$ cat config.mk
export PLATFORM = sky130hd
export DESIGN_NAME = bam_cfg_ctrl
export DESIGN_NICKNAME = d
export VERILOG_FILES = /design/src/rtl/bam_cfg_ctrl_pkg.sv /design/src/rtl/bam_cfg_ctrl_key_debounce.sv /design/src/rtl/bam_cfg_ctrl.sv
export SDC_FILE = /design/constraint.sdc
export NUM_CORES = 1
export LEC_CHECK = 0
export ABC_AREA = 0
export BUFFER_PORTS_ARGS = -buffer_cell sky130_fd_sc_hd__buf_2
export CAP_MARGIN = 15
export CORE_ASPECT_RATIO = 1.1
export CORE_MARGIN = 5
export CORE_UTILIZATION = 55
export CTS_BUF_LIST = sky130_fd_sc_hd__clkbuf_8
export DETAILED_ROUTE_END_ITERATION = 8
export GPL_ROUTABILITY_DRIVEN = 0
export PLACE_DENSITY = 0.74
export SLEW_MARGIN = 40
export SYNTH_ARGS = -nofsm -noshare
export SYNTH_HDL_FRONTEND = slang
export SYNTH_SLANG_ARGS = --single-unit
$ cat constraint.sdc
create_clock -name CLOCK_50 -period 7.5 [get_ports CLOCK_50]
set_input_delay 0.75 -clock CLOCK_50 [delete_from_list [all_inputs] [get_ports CLOCK_50]]
set_output_delay 0.75 -clock CLOCK_50 [all_outputs]
set_load 0.05 [all_outputs]
$ cat src/rtl/bam_cfg_ctrl_pkg.sv
// Shared definitions for the BAM configuration controller: field widths
// and the controller state encoding.
package bam_cfg_ctrl_pkg;

   localparam int DC_W    = 8;
   localparam int PRESC_W = 3;
   localparam int PCT_W   = 7;

   localparam logic [2:0] ST_IDLE     = 3'd0;
   localparam logic [2:0] ST_CAPTURE  = 3'd1;
   localparam logic [2:0] ST_DIVIDE   = 3'd2;
   localparam logic [2:0] ST_WAIT_BND = 3'd3;
   localparam logic [2:0] ST_COMMIT   = 3'd4;
   localparam logic [2:0] ST_REQ      = 3'd5;
   localparam logic [2:0] ST_ACK_LOW  = 3'd6;

   typedef enum logic [2:0] {
      S_IDLE     = ST_IDLE,
      S_CAPTURE  = ST_CAPTURE,
      S_DIVIDE   = ST_DIVIDE,
      S_WAIT_BND = ST_WAIT_BND,
      S_COMMIT   = ST_COMMIT,
      S_REQ      = ST_REQ,
      S_ACK_LOW  = ST_ACK_LOW
   } state_t;

endpackage

$ cat src/rtl/bam_cfg_ctrl_key_debounce.sv
// Active-low key conditioner: two-flop synchronizer, stable-low counter and
// a single press pulse per key press.
module key_debounce #(
   parameter int DEBOUNCE_CYCLES = 500000,
   parameter int DB_CNT_W        = 19
)(
   input  logic CLOCK_50,
   input  logic arst,
   input  logic clr_i,
   input  logic key_n_i,
   output logic press_o
);

   // The counter parks one step past the firing value so the pulse
   // cannot repeat while the key stays held.
   localparam logic [DB_CNT_W-1:0] CNT_FIRE = DB_CNT_W'(DEBOUNCE_CYCLES - 1);
   localparam logic [DB_CNT_W-1:0] CNT_SAT  = DB_CNT_W'(DEBOUNCE_CYCLES);

   logic                sync1_q;
   logic                key_s_q;
   logic [DB_CNT_W-1:0] cnt_q;
   logic [DB_CNT_W-1:0] cnt_d;

   // Next count: clear on release, count while held, stop at saturation.
   always_comb begin
      cnt_d = cnt_q;
      if (key_s_q) begin
         cnt_d = '0;
      end else if (cnt_q != CNT_SAT) begin
         cnt_d = cnt_q + 1'b1;
      end
   end

   // Synchronizer and counter; released level (1) is the idle key state.
   always_ff @(posedge CLOCK_50 or negedge arst) begin
      if (!arst) begin
         sync1_q <= 1'b1;
         key_s_q <= 1'b1;
         cnt_q   <= '0;
      end else if (clr_i) begin
         sync1_q <= 1'b1;
         key_s_q <= 1'b1;
         cnt_q   <= '0;
      end else begin
         sync1_q <= key_n_i;
         key_s_q <= sync1_q;
         cnt_q   <= cnt_d;
      end
   end

   assign press_o = !clr_i && !key_s_q && (cnt_q == CNT_FIRE);

endmodule

$ cat src/rtl/bam_cfg_ctrl.sv
// Sequences BAM configuration updates: latches switch settings on debounced
// key presses, derives the duty-cycle percentage, commits on a BAM period
// boundary and then handshakes a redraw with the VGA domain.
module bam_cfg_ctrl #(
   parameter int DEBOUNCE_CYCLES = 500000,
   parameter int DB_CNT_W        = 19,
   parameter int DC_W            = bam_cfg_ctrl_pkg::DC_W,
   parameter int PRESC_W         = bam_cfg_ctrl_pkg::PRESC_W
)(
   input  logic                              CLOCK_50,
   input  logic                              arst,
   input  logic                              i_on,
   input  logic                              i_key_presc_n,
   input  logic                              i_key_dc_n,
   input  logic [PRESC_W-1:0]                i_sw_presc,
   input  logic [DC_W-1:0]                   i_sw_dc,
   input  logic                              i_bam_enable,
   input  logic                              i_bam_period_end,
   input  logic                              i_redraw_ack,
   output logic [DC_W-1:0]                   o_duty_cycle,
   output logic [PRESC_W-1:0]                o_presc_mode,
   output logic [bam_cfg_ctrl_pkg::PCT_W-1:0] o_dc_percent,
   output logic                              o_redraw_req,
   output logic                              o_busy,
   output logic                              o_commit_led
);

   import bam_cfg_ctrl_pkg::*;

   localparam int DIV_CONST = 255;
   localparam int MUL_CONST = 100;
   // Dividend is duty*100; its top DC_W bits seed the partial remainder and
   // the low PCT_W bits are shifted in one per divide step.
   localparam int DVD_W     = DC_W + PCT_W;
   localparam logic [2:0] DIV_LAST = 3'(PCT_W - 1);

   state_t               state_q, state_d;
   logic                 pend_p_q, pend_p_d;
   logic                 pend_d_q, pend_d_d;
   logic [PRESC_W-1:0]   sh_presc_q, sh_presc_d;
   logic [DC_W-1:0]      sh_dc_q, sh_dc_d;
   logic [DC_W-1:0]      rem_q, rem_d;
   logic [PCT_W-1:0]     dvd_q, dvd_d;
   logic [PCT_W-1:0]     quo_q, quo_d;
   logic [2:0]           div_cnt_q, div_cnt_d;
   logic [DC_W-1:0]      duty_q, duty_d;
   logic [PRESC_W-1:0]   presc_q, presc_d;
   logic [PCT_W-1:0]     pct_q, pct_d;
   logic                 led_q, led_d;
   logic                 ack_s1_q, ack_s_q;
   logic                 press_p, press_d;
   logic [DVD_W-1:0]     dividend;
   logic [DC_W:0]        trial;

   key_debounce #(
      .DEBOUNCE_CYCLES (DEBOUNCE_CYCLES),
      .DB_CNT_W        (DB_CNT_W)
   ) u_db_presc (
      .CLOCK_50 (CLOCK_50),
      .arst     (arst),
      .clr_i    (!i_on),
      .key_n_i  (i_key_presc_n),
      .press_o  (press_p)
   );

   key_debounce #(
      .DEBOUNCE_CYCLES (DEBOUNCE_CYCLES),
      .DB_CNT_W        (DB_CNT_W)
   ) u_db_dc (
      .CLOCK_50 (CLOCK_50),
      .arst     (arst),
      .clr_i    (!i_on),
      .key_n_i  (i_key_dc_n),
      .press_o  (press_d)
   );

   // Next state, shadow capture, restoring divider and commit values.
   always_comb begin
      state_d    = state_q;
      pend_p_d   = pend_p_q | press_p;
      pend_d_d   = pend_d_q | press_d;
      sh_presc_d = sh_presc_q;
      sh_dc_d    = sh_dc_q;
      rem_d      = rem_q;
      dvd_d      = dvd_q;
      quo_d      = quo_q;
      div_cnt_d  = div_cnt_q;
      duty_d     = duty_q;
      presc_d    = presc_q;
      pct_d      = pct_q;
      led_d      = led_q;
      dividend   = '0;
      trial      = {rem_q, dvd_q[PCT_W-1]};

      unique case (state_q)
         S_IDLE: begin
            if (pend_p_q || pend_d_q || press_p || press_d) begin
               state_d = S_CAPTURE;
            end
         end
         S_CAPTURE: begin
            if (pend_p_q) sh_presc_d = i_sw_presc;
            if (pend_d_q) sh_dc_d = i_sw_dc;
            // A press landing in this very cycle stays pending for next time.
            pend_p_d  = press_p;
            pend_d_d  = press_d;
            dividend  = DVD_W'(sh_dc_d) * DVD_W'(MUL_CONST);
            rem_d     = dividend[DVD_W-1 -: DC_W];
            dvd_d     = dividend[PCT_W-1:0];
            quo_d     = '0;
            div_cnt_d = '0;
            state_d   = S_DIVIDE;
         end
         S_DIVIDE: begin
            if (trial >= (DC_W+1)'(DIV_CONST)) begin
               rem_d = DC_W'(trial - (DC_W+1)'(DIV_CONST));
               quo_d = {quo_q[PCT_W-2:0], 1'b1};
            end else begin
               rem_d = trial[DC_W-1:0];
               quo_d = {quo_q[PCT_W-2:0], 1'b0};
            end
            dvd_d     = {dvd_q[PCT_W-2:0], 1'b0};
            div_cnt_d = div_cnt_q + 1'b1;
            if (div_cnt_q == DIV_LAST) begin
               state_d = S_WAIT_BND;
            end
         end
         S_WAIT_BND: begin
            // Outputs are loaded on the way into COMMIT so they are visible
            // the cycle right after the period boundary.
            if (!i_bam_enable || i_bam_period_end) begin
               duty_d  = sh_dc_q;
               presc_d = sh_presc_q;
               pct_d   = quo_q;
               led_d   = !led_q;
               state_d = S_COMMIT;
            end
         end
         S_COMMIT: begin
            state_d = S_REQ;
         end
         S_REQ: begin
            if (ack_s_q) state_d = S_ACK_LOW;
         end
         S_ACK_LOW: begin
            if (!ack_s_q) state_d = S_IDLE;
         end
         default: begin
            state_d = S_IDLE;
         end
      endcase
   end

   // Register update; device-off clears everything just like reset.
   always_ff @(posedge CLOCK_50 or negedge arst) begin
      if (!arst) begin
         state_q    <= S_IDLE;
         pend_p_q   <= 1'b0;
         pend_d_q   <= 1'b0;
         sh_presc_q <= '0;
         sh_dc_q    <= '0;
         rem_q      <= '0;
         dvd_q      <= '0;
         quo_q      <= '0;
         div_cnt_q  <= '0;
         duty_q     <= '0;
         presc_q    <= '0;
         pct_q      <= '0;
         led_q      <= 1'b0;
         ack_s1_q   <= 1'b0;
         ack_s_q    <= 1'b0;
      end else if (!i_on) begin
         state_q    <= S_IDLE;
         pend_p_q   <= 1'b0;
         pend_d_q   <= 1'b0;
         sh_presc_q <= '0;
         sh_dc_q    <= '0;
         rem_q      <= '0;
         dvd_q      <= '0;
         quo_q      <= '0;
         div_cnt_q  <= '0;
         duty_q     <= '0;
         presc_q    <= '0;
         pct_q      <= '0;
         led_q      <= 1'b0;
         ack_s1_q   <= 1'b0;
         ack_s_q    <= 1'b0;
      end else begin
         state_q    <= state_d;
         pend_p_q   <= pend_p_d;
         pend_d_q   <= pend_d_d;
         sh_presc_q <= sh_presc_d;
         sh_dc_q    <= sh_dc_d;
         rem_q      <= rem_d;
         dvd_q      <= dvd_d;
         quo_q      <= quo_d;
         div_cnt_q  <= div_cnt_d;
         duty_q     <= duty_d;
         presc_q    <= presc_d;
         pct_q      <= pct_d;
         led_q      <= led_d;
         ack_s1_q   <= i_redraw_ack;
         ack_s_q    <= ack_s1_q;
      end
   end

   assign o_duty_cycle = duty_q;
   assign o_presc_mode = presc_q;
   assign o_dc_percent = pct_q;
   assign o_commit_led = led_q;
   assign o_redraw_req = (state_q == S_REQ);
   assign o_busy       = (state_q != S_IDLE);

endmodule

==> flow_metrics.env <==
export IMPL_final_fill_count=838
export IMPL_power_density_nw_per_um2=159
export IMPL_synth_edf_count=0
export IMPL_arrival_ns=3.92
export IMPL_clk_latency_ns=0.37
export IMPL_setup_viol_count_final=0
export IMPL_r2r_end="rem_q[5]"
export IMPL_min_period_ns=3.65
export IMPL_finalHoldViolations=0
export IMPL_n_antenna_cell=0
export IMPL_grt_pass1_vias=4283
export IMPL_status="finished, final reports clean"
export IMPL_ctsHoldBuffers=0
export IMPL_cts_htree_levels=3
export IMPL_path_class="reg -> reg"
export IMPL_fin_skew_ns=0.0100
export IMPL_cts_resized=0
export IMPL_fin_area_um2=6160
export IMPL_track_usage_pct=20.3
export IMPL_slew_viol_final=0
export IMPL_synth_distinct_cells=59
export IMPL_num_rows=38
export IMPL_cp_required_ns=7.77
export IMPL_hold_path_class="in -> async"
export IMPL_dr_first_iter_drc_count=258
export IMPL_cts_buffers=9
export IMPL_rrSetupSlack_ns=3.85
export IMPL_syn_area_per_cell_um2=9.71
export IMPL_start_util_pct=56.7
export IMPL_relSlewSlack_pct=48.0
export IMPL_reg2reg_from="pend_d_q"
export IMPL_setup_tns_ns=0
export IMPL_antenna_found_initial=0
export IMPL_tightestPinTransition_ns=0.776
export IMPL_die_y_um=116
export IMPL_vias=4272
export IMPL_critPathMaxFanout=10
export IMPL_leakagePower_nw=2.82
export IMPL_clock_path_buffers=2
export IMPL_wl_per_cell_um=15.7
export IMPL_drtAntennaViolNets=0
export IMPL_clock_fmax_mhz=274
export IMPL_final_nets=671
export IMPL_max_cap_violations=0
export IMPL_instances_no_fill=738
export IMPL_core_um2=9980
export IMPL_place_area_um2=5920
export IMPL_seq_area_frac_synth_pct=45.2
export IMPL_post_cts_setup_buffers=0
export IMPL_start_kind="flip-flop"
export IMPL_grt_max_degree=57
export IMPL_ys_ff_latch=102
export IMPL_grt_ovfl_total=0
export IMPL_layout_worst_path_cycle_share_pct=48.7
export IMPL_cts_sinks=102
export IMPL_synthToLayoutAreaGrowth_pct=8.78
export IMPL_yosysWarningCount=0
export IMPL_synthesis_nets=641
export IMPL_wl_mm=11.6
export IMPL_critPathCaptureType="flip-flop"
export IMPL_cts_tree="built"
export IMPL_grt_pass1_wl_mm=20.2
export IMPL_r2r_cells=12
export IMPL_clk_pin_slew_worst_paths_ns=0.10
export IMPL_clockRootBuffer="clkbuf_8"
export IMPL_dieArea_um2=12400
export IMPL_ir_drop_mv=0.0903
export IMPL_rsz0062_at_grt="false"
export IMPL_portBuffers=39
export IMPL_drc=0
export IMPL_synth_ff_type="dfrtp_1"
export IMPL_drt_vias_per_instance=5.79
export IMPL_synthCells=583
export IMPL_async_flop_share_pct=100
export IMPL_io_pins=40
export IMPL_detailed_place_hpwl_mm=8.21
export IMPL_dr_pass1_iters=5
export IMPL_drive_gt1_share_pct=11.8
export IMPL_synth_area_um2=5660
export IMPL_dpl_cell_count=722
export IMPL_die_w_um=107
cell usage in the layout, fill, tap and decap left out, types with 5 or more instances in the layout:
cell type	n
a21boi_0	18
a21o_1	7
a21oi_1	20
a22o_1	10
and2_1	7
and3_1	5
and4_1	5
buf_2	38
clkbuf_8	11
dfrtp_1	98
ha_1	36
inv_1	28
mux2i_1	11
nand2_1	81
nand2b_1	14
nand3_1	18
nand4_1	11
nor2_1	41
nor2b_1	7
nor3_1	7
nor4b_1	5
o21ai_0	33
or3_1	9
xnor2_1	17
xor2_1	18
worst max path at each step:
stage                           from        to  slack (ns)  cells past startpoint
after detailed placement  i_sw_dc[4]  rem_q[5]        3.76                     13
after floorplan           i_sw_dc[4]  rem_q[5]        3.99                     12
after global routing        pend_d_q  rem_q[5]        3.66                     12
after global placement    i_sw_dc[4]  rem_q[5]        3.80                     13
after CTS                   pend_d_q  rem_q[5]        3.83                     12
final                       pend_d_q  rem_q[5]        3.85                     12
per-stage QoR:
| step | setup WS [ns] | total power [mW] | hold WS, ns | utilization, % |
|---|---|---|---|---|
| global route | 3.66 | 1.02 | 0.415 | 61.7 |
| global placement | 3.80 | 0.593 | 0.454 | 59.3 |
| detailed placement | 3.76 | 0.594 | 0.462 | 59.3 |
| floorplan | 3.99 | 0.575 | 0.434 | - |
| CTS | 3.83 | 0.988 | 0.385 | 61.7 |
| finish | 3.85 | 0.977 | 0.379 | 61.7 |
synth_stat cells, types with 7 or more instances:
cell      instances  share of area, %
a21oi_1          20               1.8
a22o_1           10               1.5
a21boi_0         18               2.4
clkbuf_1         10              0.66
xor2_1           18               2.8
mux2i_1          11               1.9
nand2_1          81               5.4
ha_1             36               8.0
nor2_1           41               2.7
o21ai_0          33               2.9
xnor2_1          17               2.6
inv_1            28               1.9
nor2b_1           7              0.77
dfrtp_1          98                43
and2_1            7              0.77
buf_2            10              0.88
nor3_1            7              0.62
nand4_1          11               1.2
a21o_1            7              0.93
or3_1             9              0.99
nand3_1          18               1.6
nand2b_1         14               1.5
critical path: stages (launching register included):
cell     delay [ns]
dfrtp_1        0.64
mux2_2         0.44
ha_1           0.31
ha_1           0.27
inv_1          0.05
fa_1           0.50
inv_1          0.04
ha_1           0.34
o21ai_0        0.17
a21oi_1        0.09
o21a_1         0.19
or3_1          0.30
a31o_1         0.21
report_power, final:
group          leakage, nW  total [mW]  internal (mW)  switching (mW)
clock network        0.116       0.395          0.206           0.189
registers             1.41       0.553          0.552         0.00103
logic                 1.30      0.0293        0.00793          0.0214
final cells by class:
| class | count | area (µm²) | area share, % |
|---|---|---|---|
| Clock inverter | 5 | 81.3 | 1.32 |
| Sequential cell | 102 | 2560 | 41.5 |
| Tap cell | 120 | 150 | 2.44 |
| Inverter | 28 | 105 | 1.71 |
| Clock buffer | 11 | 151 | 2.46 |
| Multi-Input combinational cell | 432 | 2910 | 47.2 |
| Timing Repair Buffer | 40 | 205 | 3.33 |
kinds of logic after synthesis:
logic type,Yosys count,synth area share [%]
AOI/OAI and AO/OA,117,13.7
adders and majority gates,39,9.02
xor gates and xnor gates,35,5.42
muxes,15,2.74
and+or+nand+nor,226,20.5
buffers and inverters,49,3.47
DFF,102,45.2
state kept, by name (all words and copies together), names as in the netlist, 3 cells and up:
name,flops
state_q,3
div_cnt_q,3
u_db_dc.cnt_q,19
o_dc_percent,7
o_presc_mode,3
dvd_q,5
sh_presc_q,3
u_db_presc.cnt_q,19
sh_dc_q,8
rem_q,8
quo_q,7
o_duty_cycle,8
metal layers:
metal | share of wire [%] | track usage, % | up-vias
li1 | - | - | 2090
met1 | 44 | 25.7 | 2102
met2 | 51 | 34.3 | 61
met3 | 2.6 | 3.37 | 19
met4 | 1.8 | 9.38 | 0
met5 | 0 | 0 | -
Note: power is estimated with default switching activity, not from simulation.
